==> src/rtl/classify_stage_if.sv <==
// rtl/classify_stage_if.sv - bundle handshake interface for classify_stage
interface classify_stage_if #(
  parameter int LANES = 2
);
  logic                in_valid;
  logic                in_ready;
  logic [32*LANES-1:0] in_instr;
  logic [LANES-1:0]    in_lane_valid;
  logic                out_valid;
  logic                out_ready;
  logic [32*LANES-1:0] out_instr;
  logic [LANES-1:0]    out_lane_valid;
  logic [LANES-1:0]    out_is_r;
  logic [LANES-1:0]    out_is_i;
  logic [LANES-1:0]    out_is_j;
  logic [LANES-1:0]    out_illegal;

  modport master (
    output in_valid, in_instr, in_lane_valid, out_ready,
    input  in_ready, out_valid, out_instr, out_lane_valid,
           out_is_r, out_is_i, out_is_j, out_illegal
  );

  modport slave (
    input  in_valid, in_instr, in_lane_valid, out_ready,
    output in_ready, out_valid, out_instr, out_lane_valid,
           out_is_r, out_is_i, out_is_j, out_illegal
  );
endinterface

==> src/rtl/classify_stage.sv <==
// rtl/classify_stage.sv - registered multi-lane opcode classifier with two-entry skid buffer
// Optional per-class saturating counters compiled in with CLASSIFY_PERF_EN.
module classify_stage #(
  parameter int LANES = 2
`ifdef CLASSIFY_PERF_EN
  , parameter int COUNT_W = 32
`endif
) (
  input logic             clock,
  input logic             reset_n,
  input logic             flush,
  classify_stage_if.slave bus
`ifdef CLASSIFY_PERF_EN
  ,
  input  logic               stat_clear,
  output logic [COUNT_W-1:0] stat_r,
  output logic [COUNT_W-1:0] stat_i,
  output logic [COUNT_W-1:0] stat_j,
  output logic [COUNT_W-1:0] stat_illegal
`endif
);

  localparam logic [1:0] ST_EMPTY = 2'd0;
  localparam logic [1:0] ST_ONE   = 2'd1;
  localparam logic [1:0] ST_TWO   = 2'd2;

  localparam logic [1:0] CL_R   = 2'd0;
  localparam logic [1:0] CL_I   = 2'd1;
  localparam logic [1:0] CL_J   = 2'd2;
  localparam logic [1:0] CL_ILL = 2'd3;

  typedef struct packed {
    logic [32*LANES-1:0] instr;
    logic [LANES-1:0]    lane_valid;
    logic [LANES-1:0]    is_r;
    logic [LANES-1:0]    is_i;
    logic [LANES-1:0]    is_j;
    logic [LANES-1:0]    illegal;
  } entry_t;

  logic [1:0] state;
  logic       in_ready_q;
  logic       out_valid_q;
  entry_t     main_q;
  entry_t     skid_q;
  entry_t     in_entry;
  logic       in_fire;
  logic       out_fire;

  function automatic logic [1:0] op_class(input logic [5:0] op);
    case (op)
      6'h00: op_class = CL_R;
      6'h01, 6'h04, 6'h05, 6'h06, 6'h07, 6'h09, 6'h0A,
      6'h0B, 6'h0D, 6'h0F, 6'h20, 6'h23, 6'h28, 6'h2B: op_class = CL_I;
      6'h02, 6'h03: op_class = CL_J;
      default: op_class = CL_ILL;
    endcase
  endfunction

  // Classify before the register so flags travel with the stored bundle.
  always_comb begin
    in_entry            = '0;
    in_entry.instr      = bus.in_instr;
    in_entry.lane_valid = bus.in_lane_valid;
    for (int k = 0; k < LANES; k++) begin
      in_entry.is_r[k]    = bus.in_lane_valid[k] && (op_class(bus.in_instr[32*k+26 +: 6]) == CL_R);
      in_entry.is_i[k]    = bus.in_lane_valid[k] && (op_class(bus.in_instr[32*k+26 +: 6]) == CL_I);
      in_entry.is_j[k]    = bus.in_lane_valid[k] && (op_class(bus.in_instr[32*k+26 +: 6]) == CL_J);
      in_entry.illegal[k] = bus.in_lane_valid[k] && (op_class(bus.in_instr[32*k+26 +: 6]) == CL_ILL);
    end
  end

  assign in_fire  = bus.in_valid && in_ready_q;
  assign out_fire = out_valid_q && bus.out_ready;

  always_ff @(posedge clock or negedge reset_n) begin
    if (!reset_n) begin
      state       <= ST_EMPTY;
      in_ready_q  <= 1'b1;
      out_valid_q <= 1'b0;
      main_q      <= '0;
      skid_q      <= '0;
    end else if (flush) begin
      state       <= ST_EMPTY;
      in_ready_q  <= 1'b1;
      out_valid_q <= 1'b0;
    end else begin
      case (state)
        ST_EMPTY: begin
          if (in_fire) begin
            main_q      <= in_entry;
            state       <= ST_ONE;
            out_valid_q <= 1'b1;
          end
        end
        ST_ONE: begin
          if (in_fire && out_fire) begin
            main_q <= in_entry;
          end else if (in_fire) begin
            skid_q     <= in_entry;
            state      <= ST_TWO;
            in_ready_q <= 1'b0;
          end else if (out_fire) begin
            state       <= ST_EMPTY;
            out_valid_q <= 1'b0;
          end
        end
        ST_TWO: begin
          // Skid entry is always the older of what remains, so it moves up.
          if (out_fire) begin
            main_q     <= skid_q;
            state      <= ST_ONE;
            in_ready_q <= 1'b1;
          end
        end
        default: begin
          state       <= ST_EMPTY;
          in_ready_q  <= 1'b1;
          out_valid_q <= 1'b0;
        end
      endcase
    end
  end

  assign bus.in_ready       = in_ready_q;
  assign bus.out_valid      = out_valid_q;
  assign bus.out_instr      = main_q.instr;
  assign bus.out_lane_valid = main_q.lane_valid;
  assign bus.out_is_r       = main_q.is_r;
  assign bus.out_is_i       = main_q.is_i;
  assign bus.out_is_j       = main_q.is_j;
  assign bus.out_illegal    = main_q.illegal;

`ifdef CLASSIFY_PERF_EN
  function automatic logic [COUNT_W:0] lane_pop(input logic [LANES-1:0] v);
    lane_pop = '0;
    for (int k = 0; k < LANES; k++) begin
      lane_pop = lane_pop + (COUNT_W+1)'(v[k]);
    end
  endfunction

  // One guard bit catches overflow; the sum then pins at all-ones.
  function automatic logic [COUNT_W-1:0] sat_inc(input logic [COUNT_W-1:0] c,
                                                 input logic [LANES-1:0]   flags);
    logic [COUNT_W:0] s;
    s = {1'b0, c} + lane_pop(flags);
    sat_inc = s[COUNT_W] ? {COUNT_W{1'b1}} : s[COUNT_W-1:0];
  endfunction

  always_ff @(posedge clock or negedge reset_n) begin
    if (!reset_n) begin
      stat_r       <= '0;
      stat_i       <= '0;
      stat_j       <= '0;
      stat_illegal <= '0;
    end else if (stat_clear) begin
      stat_r       <= '0;
      stat_i       <= '0;
      stat_j       <= '0;
      stat_illegal <= '0;
    end else if (out_fire) begin
      stat_r       <= sat_inc(stat_r, main_q.is_r);
      stat_i       <= sat_inc(stat_i, main_q.is_i);
      stat_j       <= sat_inc(stat_j, main_q.is_j);
      stat_illegal <= sat_inc(stat_illegal, main_q.illegal);
    end
  end
`endif

endmodule

==> src/flat_wrapper.sv <==
// flat-port wrapper written by rule: the top's interface ports become plain ports
module classify_stage_flat 
#(
  parameter int LANES = 2

)
  (clock, reset_n, flush, bus_in_valid, bus_in_instr, bus_in_lane_valid, bus_out_ready, bus_in_ready, bus_out_valid, bus_out_instr, bus_out_lane_valid, bus_out_is_r, bus_out_is_i, bus_out_is_j, bus_out_illegal);
  classify_stage_if #(.LANES(LANES)) bus_i ();
  input logic clock;
  input logic reset_n;
  input logic flush;
  input wire logic [$bits(bus_i.in_valid)-1:0] bus_in_valid;
  input wire logic [$bits(bus_i.in_instr)-1:0] bus_in_instr;
  input wire logic [$bits(bus_i.in_lane_valid)-1:0] bus_in_lane_valid;
  input wire logic [$bits(bus_i.out_ready)-1:0] bus_out_ready;
  output wire logic [$bits(bus_i.in_ready)-1:0] bus_in_ready;
  output wire logic [$bits(bus_i.out_valid)-1:0] bus_out_valid;
  output wire logic [$bits(bus_i.out_instr)-1:0] bus_out_instr;
  output wire logic [$bits(bus_i.out_lane_valid)-1:0] bus_out_lane_valid;
  output wire logic [$bits(bus_i.out_is_r)-1:0] bus_out_is_r;
  output wire logic [$bits(bus_i.out_is_i)-1:0] bus_out_is_i;
  output wire logic [$bits(bus_i.out_is_j)-1:0] bus_out_is_j;
  output wire logic [$bits(bus_i.out_illegal)-1:0] bus_out_illegal;
  assign bus_i.in_valid = bus_in_valid;
  assign bus_i.in_instr = bus_in_instr;
  assign bus_i.in_lane_valid = bus_in_lane_valid;
  assign bus_i.out_ready = bus_out_ready;
  assign bus_in_ready = bus_i.in_ready;
  assign bus_out_valid = bus_i.out_valid;
  assign bus_out_instr = bus_i.out_instr;
  assign bus_out_lane_valid = bus_i.out_lane_valid;
  assign bus_out_is_r = bus_i.out_is_r;
  assign bus_out_is_i = bus_i.out_is_i;
  assign bus_out_is_j = bus_i.out_is_j;
  assign bus_out_illegal = bus_i.out_illegal;
  classify_stage #(.LANES(LANES)) u_core (.clock(clock), .reset_n(reset_n), .flush(flush), .bus(bus_i));
endmodule
==> config.mk <==
export PLATFORM = sky130hd
export DESIGN_NAME = classify_stage_flat
export DESIGN_NICKNAME = d
export VERILOG_FILES = /design/src/rtl/classify_stage_if.sv /design/src/rtl/classify_stage.sv /design/src/flat_wrapper.sv
export SDC_FILE = /design/constraint.sdc
export NUM_CORES = 1
export LEC_CHECK = 0
export ABC_AREA = 1
export ABC_CLOCK_PERIOD_IN_PS = 2100
export BUFFER_PORTS_ARGS = -buffer_cell sky130_fd_sc_hd__buf_2
export CAP_MARGIN = 40
export CORE_ASPECT_RATIO = 0.7
export CORE_MARGIN = 4
export CORE_UTILIZATION = 50
export CTS_BUF_LIST = sky130_fd_sc_hd__clkbuf_8
export CTS_CLUSTER_DIAMETER = 40
export CTS_CLUSTER_SIZE = 20
export DETAILED_ROUTE_END_ITERATION = 7
export PLACE_DENSITY = 0.74
export SYNTH_ARGS = -nofsm -noshare
export SYNTH_HDL_FRONTEND = slang
export SYNTH_SLANG_ARGS = --single-unit
==> constraint.sdc <==
create_clock -name clock -period 2.1 [get_ports clock]
set_input_delay 0.315 -clock clock [delete_from_list [all_inputs] [get_ports clock]]
set_output_delay 0.315 -clock clock [all_outputs]
set_load 0.03 [all_outputs]
==> results.cfg, run 1 <==
[outcome]
status = finished, final reports clean

[placed_design]
port_buffers = 146
dp_slack_ns = 0.302
dp_hpwl_mm = 10.4
routabilityCongestion = 0.810

[global_route]
grt_usage_pct = 20.5
grt-ovfl-total = 0
grt_max_degree = 84
grt_pass1_vias = 5385
grt_pass1_wl_mm = 26.5
antenna_found_initial = 0

[logic_synthesis]
syn_area_per_cell_um2 = 8.74
yosysWarnings = 0
ys_seq_elements = 152
yosysSeqAreaShare_pct = 53.7
synth_nets = 886
synthesis.area_mm2 = 0.00708
synth_cell_types = 26
synthCells = 811

[finish]
drive_above_1_share_pct = 25.3
nFillCells = 1265
area_delta_synth_final_pct = 17.1
nNetsFinal = 1019
multi_input_area_mm2 = 0.00263
regArea_mm2 = 0.00380

[critical_path]
timing.critical_path.to_type = flop
worstPathArrival_ns = 2.18
start_kind = flop
crit_path_max_fanout = 31
crit_required_ns = 2.48
crit_type = reg2reg

[drt]
ant_nets = 0
wl_per_cell_um = 13.6
dr.first_iter.drc_count = 298
dr.pass1.iters = 5
wirelength_mm = 15.7
dr_total_vias = 5602
drc = 0
drt-vias-per-instance = 4.88

[clock_network]
clk_pin_slew_ns = 0.09
cts_tree = done
clk_latency_ns = 0.45
cts_htree_levels = 4
post_cts_buffers = 0
clock-sinks = 152
cts_root_buffer = clkbuf_8
cts-resized-gates = 0
clk_path_buf_depth = 2
cts_buffers = 17

[pwr]
ir_worst_vdd_uv = 704
leakage_nw = 4.37
p_per_area_mw_per_mm2 = 1460

[timing]
fin_setup_tns_ns = 0
post-route-period-util_pct = 85.6
fmax_ghz = 0.556
slew-limit-headroom_pct = 67.7
hold_viol = 0
setup_ws_ns = 0.303
setup_viol = 0
drv_slew = 0
timing.hold.ws_ns = 0.0802
layout_min_cycle_time_ns = 1.80
worstMarginPinSlew_ns = 0.484
rsz0062_at_grt = no
fin_skew_ns = 0.0177

[floorplanning]
initial_core_util_pct = 51.1
dieWidth_um = 150
rows = 36
die-area_mm2 = 0.0162
coreArea_mm2 = 0.0139
io_pins = 147
die_h_um = 108

[worst_hold_path]
worstHoldPathType = in2reg

[run]
maxCapViolations = 0
-- worst max-delay path, stage by stage, from the launching register on --
cell      delay (ns)
dfstp_2         0.54
nand2_1         0.08
inv_1           0.14
o21ai_1         0.09
nand2_1         0.07
nand2_2         0.08
inv_2           0.27
buf_12          0.27
o211ai_2        0.12
nand2_1         0.08
-- power by group --
part	switching [mW]	internal, mW	total (mW)	leakage, nW
clock network	1.18	0.997	2.18	0.185
registers	0.630	4.27	4.91	1.89
logic	3.50	1.50	5.00	2.29
total	5.32	6.77	12.1	4.37
-- area by class of cell --
type                            count  share of cell area, %
Sequential cell                   152                   45.9
Multi-Input combinational cell    533                   31.7
Timing Repair Buffer              161                   11.3
Inverter                           79                   3.57
Clock buffer                       18                   2.99
Tap cell                          190                   2.87
Clock inverter                     14                   1.70
Antenna cell                        1                 0.0302
-- kinds of logic after synthesis --
logic type,Yosys count,synth area share (%)
flops,152,53.7
buf+inv,126,9.29
simple gates,382,20.7
compound gates,147,15.6
fa+ha+maj,4,0.706
-- flip-flops by register name (all words and copies together) (netlist names) --
signal / flops
u_core.bus.in_ready: 1
u_core.bus.out_illegal: 2
u_core.bus.out_instr: 64
u_core.bus.out_is_i: 2
u_core.bus.out_is_j: 2
u_core.bus.out_is_r: 2
u_core.bus.out_lane_valid: 2
u_core.bus.out_valid: 1
u_core.skid_q: 74
u_core.state: 2
-- synthesized netlist by cell type --
cell,n,area [um2]
buf_8,1,15.0
buf_4,4,30.0
inv_1,75,282
dfstp_2,1,26.3
buf_12,4,80.1
o211ai_1,26,195
clkbuf_2,1,5.00
nand4_1,3,18.8
nand2_2,2,12.5
nand3b_1,1,7.51
nor2_1,32,120
o21ai_0,64,320
ha_1,4,50.1
nand3_1,8,40.0
a31oi_1,1,6.26
dfrtp_1,151,3780
o21ai_1,15,75.1
buf_6,9,101
nor3_1,1,5.00
nor2_2,3,18.8
inv_2,4,15.0
o211ai_2,40,500
nand2_1,332,1250
clkbuf_1,8,30.0
buf_2,20,100
a21oi_1,1,5.00
-- worst paths after layout --
| kind | start | end | slack [ns] | cells after the start |
|---|---|---|---|---|
| worst max-delay path | u_core.bus.in_ready | u_core.bus.out_instr[54] | 0.30 | 9 |
| min in group asynchronous | reset_n | u_core.bus.out_instr[38] | 0.37 | 2 |
| worst max register to register | u_core.bus.in_ready | u_core.bus.out_instr[54] | 0.30 | 9 |
| worst min register to register | u_core.bus.out_instr[60] | u_core.bus.out_instr[60] | 0.48 | 2 |
| worst min-delay path | bus_in_instr[41] | u_core.skid_q[51] | 0.08 | 3 |
| max in group asynchronous | reset_n | u_core.bus.in_ready | 1.03 | 3 |
-- what timing repair did --
action                                  4_1_cts  5_1_grt
endpoints found under the setup margin        0        0
hold buffers                                  1        0
endpoints found under the hold margin        48        0
-- per-layer routing --
metal	GRT usage, %	wire [um]
met1	31.2	7820
met2	29.9	6810
met3	4.17	918
met4	5.61	108
met5	0	0
-- placed cells by master, fill, tap and decap left out, drive strengths merged --
cell type	n
a21oi	1
a31oi	1
buf	160
bufinv	1
clkbuf	18
clkinv	4
clkinvlp	4
dfrtp	151
dfstp	1
diode	1
dlygate4sd3	1
ha	4
inv	84
nand2	334
nand3	8
nand3b	1
nand4	3
nor2	35
nor3	1
o211ai	66
o21ai	79
-- per-stage QoR --
step / util (%) / area, um2 / power (mW) / cells
finish: 59.8 / 8300 / 12.1 / 1148
global route: 59.8 / 8290 / 13.0 / 1147
CTS: 59.8 / 8290 / 12.2 / 1147
detailed placement: 56.9 / 7900 / 9.99 / 1114
global placement: 56.9 / 7900 / 9.87 / 1114
floorplan: - / 7080 / 8.61 / 811
Note: power is estimated with default switching activity, not from simulation.
==> run 2, diff against run 1 <==
--- a/config.mk
+++ b/config.mk
@@ -5,7 +5,6 @@
 export SDC_FILE = /design/constraint.sdc
 export NUM_CORES = 1
 export LEC_CHECK = 0
-export ABC_AREA = 1
 export ABC_CLOCK_PERIOD_IN_PS = 2100
 export BUFFER_PORTS_ARGS = -buffer_cell sky130_fd_sc_hd__buf_2
 export CAP_MARGIN = 40
@@ -16,7 +15,7 @@
 export CTS_CLUSTER_DIAMETER = 40
 export CTS_CLUSTER_SIZE = 20
 export DETAILED_ROUTE_END_ITERATION = 7
-export PLACE_DENSITY = 0.74
+export PLACE_DENSITY = 0.75
 export SYNTH_ARGS = -nofsm -noshare
 export SYNTH_HDL_FRONTEND = slang
 export SYNTH_SLANG_ARGS = --single-unit
==> run 2 against run 1 <==
  * Combinational power down 23%
  * Clock power up 9.6%
  * Core utilization up 3.3 points
  * Flip-flop and latch count unchanged
  * Die area down 6.8%
  * Clock-buffer cell count unchanged
  * Sequential power about the same
  * Synthesized area down 7.3%
  * Clock skew down 0.0056 ns
  * Sequential share of layout area up 1.9 points
  * Non-clock buffer count up 2
  * Largest cell class unchanged
==> results.cfg, run 2 <==
[drt]
ant_nets = 0
dr_total_vias = 5102
dr.first_iter.drc_count = 260
wl_per_cell_um = 16.0
dr.pass1.iters = 7
wirelength_mm = 15.1
drt-vias-per-instance = 5.40
drc = 0

[timing]
hold_viol = 0
layout_min_cycle_time_ns = 1.93
worstMarginPinSlew_ns = 0.625
fin_setup_tns_ns = 0
fin_skew_ns = 0.0121
fmax_ghz = 0.519
slew-limit-headroom_pct = 58.3
rsz0062_at_grt = no
setup_viol = 0
drv_slew = 0
post-route-period-util_pct = 91.7

[critical_path]
path_cells = and3b_1 -> nand2_1 -> a21oi_4 -> buf_12 -> buf_4 -> nor2_1 -> a31oi_1
max_stage_delay_ns = 0.59
reg2reg_from = u_core.bus.in_ready
cp-endpoint = u_core.bus.out_instr[61]
start_kind = flop
rr_worst_depth = 7
r2r-end = u_core.bus.out_instr[61]
crit_type = reg2reg
cp_slowest_cell = dfstp_2
worstPathArrival_ns = 2.27
crit_path_max_fanout = 26
rrSetupSlack_ns = 0.17
critPathLaunch = u_core.bus.in_ready
timing.critical_path.to_type = flop
crit_required_ns = 2.44

[logic_synthesis]
yosysSeqAreaShare_pct = 57.9
synth_cell_types = 47
synthArstFlopShare_pct = 100
synthesis.area_mm2 = 0.00657
yosysWarnings = 0
ys_top_cells_by_count = 153 x nand2_1, 151 x dfrtp_1, 78 x nor2_1, 69 x a31oi_1, 50 x mux2_2
synth_ff_type = dfrtp_1
synthTopCellsByArea = dfrtp_1 58%, nand2_1 8.7%, mux2_2 8.6%
syn_area_per_cell_um2 = 10.4
ys_seq_elements = 152
synthCells = 633
synth_nets = 708
synth-edff-count = 0
yosysMostFrequentCell = nand2_1
synthDominantCellAreaShare_pct = 57.5
yosysTopAreaCell = dfrtp_1

[global_route]
grt_pass1_vias = 5202
grt_max_degree = 76
grt-ovfl-total = 0
antenna_found_initial = 0
grt_pass1_wl_mm = 25.8
grt_usage_pct = 20.8

[floorplanning]
dieWidth_um = 145
io_pins = 147
die-area_mm2 = 0.0151
rows = 34
coreArea_mm2 = 0.0126
initial_core_util_pct = 52.0
die_h_um = 104

[finish]
nNetsFinal = 847
area_delta_synth_final_pct = 21.3
final_cell_mix = 153 x nand2_1, 151 x dfrtp_1, 145 x buf_2
largest-register = u_core.skid_q
largest_reg_flops = 74
final_common_cell = nand2_1
fin_area_mm2 = 0.00797
n_antenna_cell = 0
drive_above_1_share_pct = 32.4

[clock_network]
clk_latency_ns = 0.42
clock-sinks = 152
cts-resized-gates = 0
cts_tree = done
cts_buffers = 17
clk_pin_slew_ns = 0.08
cts_root_buffer = clkbuf_8
clk_path_buf_depth = 2
cts_htree_levels = 4

[placed_design]
routabilityCongestion = 0.790
placed_cell_area_mm2 = 0.00753
port_buffers = 146
dp_hpwl_mm = 10.3

[pwr]
ir_worst_vdd_uv = 729
p_per_area_mw_per_mm2 = 1400
leakage_nw = 3.66

[run]
maxCapViolations = 0

[outcome]
status = finished, final reports clean

[worst_hold_path]
worstHoldPathType = in2reg
run 2: kinds of logic (layout without fill, tap and decap cells):
family | Yosys count | after routing | share of synthesized area, %
AO/OA/AOI/OAI | 111 | 111 | 11.3
adder cells (fa/ha/maj) | 4 | 4 | 0.762
buffers and inverters | 51 | 201 | 3.96
flip-flops | 152 | 152 | 57.9
multiplexers | 60 | 60 | 10.3
AND/OR/NAND/NOR | 255 | 255 | 15.8
run 2: where the power goes:
| part | switching (mW) | total [mW] | internal (mW) |
|---|---|---|---|
| sequential | 0.699 | 4.90 | 4.20 |
| clock | 1.08 | 2.39 | 1.32 |
| combinational | 2.42 | 3.83 | 1.41 |
| total | 4.19 | 11.1 | 6.93 |
run 2: worst max-delay path, delay by kind of cell, from the launching register on:
kind	cells	cell delay, ns
buf+inv	2	0.42
simple gates	3	0.46
flops	1	0.59
compound gates	2	0.35
run 2: metrics by stage:
| step | total power [mW] | setup WS, ns | instances | hold slack, ns | util (%) |
|---|---|---|---|---|---|
| global route | 11.8 | 0.0304 | 945 | 0.0968 | 63.1 |
| finish | 11.1 | 0.174 | 945 | 0.118 | 63.1 |
| floorplan | 7.50 | 0.350 | 633 | 0.0194 | - |
| global placement | 8.60 | 0.265 | 914 | 0.363 | 59.6 |
| CTS | 11.2 | 0.170 | 945 | 0.0896 | 63.1 |
| detailed placement | 8.82 | 0.164 | 914 | 0.366 | 59.6 |
run 2: what timing repair did:
| action | in CTS | in global routing |
|---|---|---|
| hold buffers | 1 | 0 |
| setup buffers | 0 | 0 |
| hold endpoints to repair | 63 | 0 |
run 2: how the worst min path moves through the flow:
stage | start | to | slack (ns) | cells after the start
floorplan | reset_n | u_core.bus.out_illegal[0] | 0.02 | 0
global placement | reset_n | u_core.bus.out_instr[15] | 0.36 | 1
detailed placement | reset_n | u_core.bus.out_instr[16] | 0.37 | 1
CTS | bus_in_instr[46] | u_core.skid_q[56] | 0.09 | 2
global route | bus_in_instr[46] | u_core.skid_q[56] | 0.1 | 2
finish | bus_in_instr[46] | u_core.skid_q[56] | 0.12 | 2
run 2: area by class of cell:
| type | instances | area, um2 |
|---|---|---|
| well taps | 162 | 203 |
| clock buffers | 18 | 248 |
| flip-flops and latches | 152 | 3800 |
| multi-input cells | 430 | 2530 |
| fillers | 1023 | 4670 |
| clock inverters | 12 | 176 |
| repair buffers | 163 | 980 |
| inverters | 8 | 30.0 |
run 2: metal layers:
| layer | track usage, % | up-vias | share of wire [%] |
|---|---|---|---|
| met4 | 6.03 | 0 | 1.0 |
| met5 | 0 | - | 0 |
| met3 | 6.49 | 11 | 6.1 |
| met1 | 27.5 | 2513 | 44 |
| met2 | 33.3 | 137 | 49 |
| li1 | - | 2441 | - |
==> run 3, diff against run 2 <==
--- a/config.mk
+++ b/config.mk
@@ -5,17 +5,18 @@
 export SDC_FILE = /design/constraint.sdc
 export NUM_CORES = 1
 export LEC_CHECK = 0
+export ABC_AREA = 1
 export ABC_CLOCK_PERIOD_IN_PS = 2100
 export BUFFER_PORTS_ARGS = -buffer_cell sky130_fd_sc_hd__buf_2
 export CAP_MARGIN = 40
 export CORE_ASPECT_RATIO = 0.7
 export CORE_MARGIN = 4
-export CORE_UTILIZATION = 50
+export CORE_UTILIZATION = 61
 export CTS_BUF_LIST = sky130_fd_sc_hd__clkbuf_8
 export CTS_CLUSTER_DIAMETER = 40
 export CTS_CLUSTER_SIZE = 20
 export DETAILED_ROUTE_END_ITERATION = 7
-export PLACE_DENSITY = 0.75
+export PLACE_DENSITY = 0.88
 export SYNTH_ARGS = -nofsm -noshare
 export SYNTH_HDL_FRONTEND = slang
 export SYNTH_SLANG_ARGS = --single-unit
==> run 3 against run 2 <==
  * Global-route usage increased by 4.8 points
  * Worst setup slack improved by 0.18 ns
  * Largest power group is now combinational cells
  * Critical path type unchanged
  * Non-clock buffer count decreased by 3
  * Flip-flop and latch count unchanged
  * Total power increased by 12%
  * Register-to-register slack improved by 0.18 ns
  * Hold slack got worse by 0.020 ns
  * Sequential share of layout area decreased by 1.8 points
  * Core utilization increased by 11 points
  * Cell count increased by 17%
  * Design area increased by 3.9%
  * Via count increased by 13%
  * Critical endpoint is now u_core.bus.out_instr[42]
==> results.cfg, run 3 (same netlist as run 1, synthesis figures left out) <==
[outcome]
status = finished, final reports clean

[floorplanning]
die-area_mm2 = 0.0134
coreArea_mm2 = 0.0112
die_h_um = 98.2
rows = 32
dieWidth_um = 137
initial_core_util_pct = 63.4
io_pins = 147

[timing]
hold_viol = 0
setup_viol = 0
fin_setup_tns_ns = 0
fin_skew_ns = 0.0140
layout_min_cycle_time_ns = 1.75
post-route-period-util_pct = 83.1
drv_slew = 0
worstMarginPinSlew_ns = 0.796
slew-limit-headroom_pct = 46.8
rsz0062_at_grt = no
fmax_ghz = 0.573

[global_route]
use_met2_pct = 39.2
met1_usage_pct = 37.1
grt_pass1_vias = 5695
grt_pass1_wl_mm = 27.6
grt_usage_pct = 25.6
grt_max_degree = 104
use_met3_pct = 5.56
antenna_found_initial = 0
grt-busiest-layer = met2
grt-ovfl-total = 0

[drt]
dr.pass1.iters = 4
wl_per_cell_um = 14.5
ant_nets = 0
drt-vias-per-instance = 5.20
dr.first_iter.drc_count = 401
dr_total_vias = 5766
wirelength_mm = 16.1
drc = 0

[finish]
drive_above_1_share_pct = 25.2
final_common_cell = nand2_1
fin_area_mm2 = 0.00828
largest_reg_flops = 74
n_antenna_cell = 0
largest-register = u_core.skid_q
utilization_pct = 74.1
nNetsFinal = 1018
nFillCells = 820
final_cell_mix = 332 x nand2_1, 151 x dfrtp_1, 145 x buf_2
area_delta_synth_final_pct = 16.9

[critical_path]
timing.critical_path.to_type = flop
max_stage_delay_ns = 0.54
path_common_cell = nand2_1
crit_required_ns = 2.48
rr_worst_depth = 9
reg2reg_from = u_core.bus.in_ready
rrSetupSlack_ns = 0.35
cp-endpoint = u_core.bus.out_instr[42]
cp_slowest_cell = dfstp_2
r2r-end = u_core.bus.out_instr[42]
critPathLaunch = u_core.bus.in_ready
crit_path_max_fanout = 54
crit_type = reg2reg
path_cells = nand2_1 -> inv_1 -> o21ai_1 -> nand2_1 -> nand2_2 -> inv_2 -> buf_12 -> o211ai_1 -> nand2_1
start_kind = flop
worstPathArrival_ns = 2.12

[clock_network]
cts_htree_levels = 4
clk_latency_ns = 0.44
cts_root_buffer = clkbuf_8
clock-sinks = 152
clk_pin_slew_ns = 0.09
cts_buffers = 17
cts_tree = done
clk_path_buf_depth = 2

[pwr]
combPwrFrac_pct = 40.5
power.share.clock_pct = 19.9
p_sw_share_pct = 42.7
leakage_nw = 4.38
p_per_area_mw_per_mm2 = 1500
switching_power_mw = 5.31
ir_worst_vdd_uv = 822
total_power_mw = 12.4
internal_power_mw = 7.13
p_seq_share_pct = 39.6

[placed_design]
dp_hpwl_mm = 10.8
port_buffers = 146
routabilityCongestion = 0.889
placed_cell_area_mm2 = 0.00782

[worst_hold_path]
worstHoldPathType = in2reg

[run]
maxCapViolations = 0
run 3: cell count changes in the layout (fill, tap and decap cells not counted), moves of 46 or more:
cell     previous run  this run
nand2_1           153       332
a31oi_1            69         1
inv_1               8        75
o21ai_0             8        64
mux2_2             50         0
nor2_1             78        32
run 3: power by group through the flow:
stage	combinational, mW	clock [mW]	sequential [mW]
5_1_grt	5.58	2.66	5.08
3_3_place_gp	4.90	0	4.90
4_1_cts	5.10	2.52	4.92
2_1_floorplan	2.40	0	6.21
6_report	5.03	2.48	4.92
3_5_place_dp	5.05	0	4.95
run 3: per-stage QoR:
stage / std cells / hold WS, ns / worst slack, ns
finish: 1109 / 0.0987 / 0.355
global route: 1109 / 0.0916 / 0.204
CTS: 1109 / 0.0735 / 0.378
detailed placement: 1076 / 0.258 / 0.415
global placement: 1076 / 0.258 / 0.470
floorplan: 811 / 0.0194 / 0.541
run 3: area by class of cell:
| class | count | area [um2] | share of cell area, % |
|---|---|---|---|
| Sequential cell | 152 | 3800 | 45.9 |
| Clock buffer | 19 | 262 | 3.16 |
| Multi-Input combinational cell | 533 | 2630 | 31.7 |
| Timing Repair Buffer | 160 | 907 | 11.0 |
| Clock inverter | 13 | 194 | 2.34 |
| Inverter | 79 | 297 | 3.58 |
| Tap cell | 153 | 191 | 2.31 |
run 3: timing repair:
| item | in CTS | in global routing |
|---|---|---|
| gates resized for setup | 0 | 0 |
| setup buffers | 0 | 0 |
| endpoints found under the hold margin | 38 | 0 |
| hold buffers | 1 | 0 |
run 3: worst min-delay path by stage:
stage | startpoint | endpoint | slack, ns | cells after the start
after floorplan | reset_n | u_core.bus.out_illegal[0] | 0.02 | 0
after global placement | reset_n | u_core.bus.out_instr[7] | 0.26 | 1
after detailed placement | reset_n | u_core.bus.out_instr[4] | 0.26 | 1
after CTS | bus_in_instr[38] | u_core.skid_q[48] | 0.07 | 3
after global routing | bus_in_instr[37] | u_core.skid_q[47] | 0.09 | 3
final | bus_in_instr[38] | u_core.skid_q[48] | 0.1 | 3
run 3: critical path, delay by kind of cell (launching register included):
family / cells / cell delay (ns)
compound gates: 2 / 0.27
buf+inv: 3 / 0.50
flops: 1 / 0.54
simple gates: 4 / 0.32
run 3: per-layer routing:
metal / part of all wire (%) / routed length, um
met5: 0 / 0
met4: 1.6 / 255
met3: 7.5 / 1200
met2: 46 / 7330
met1: 45 / 7270
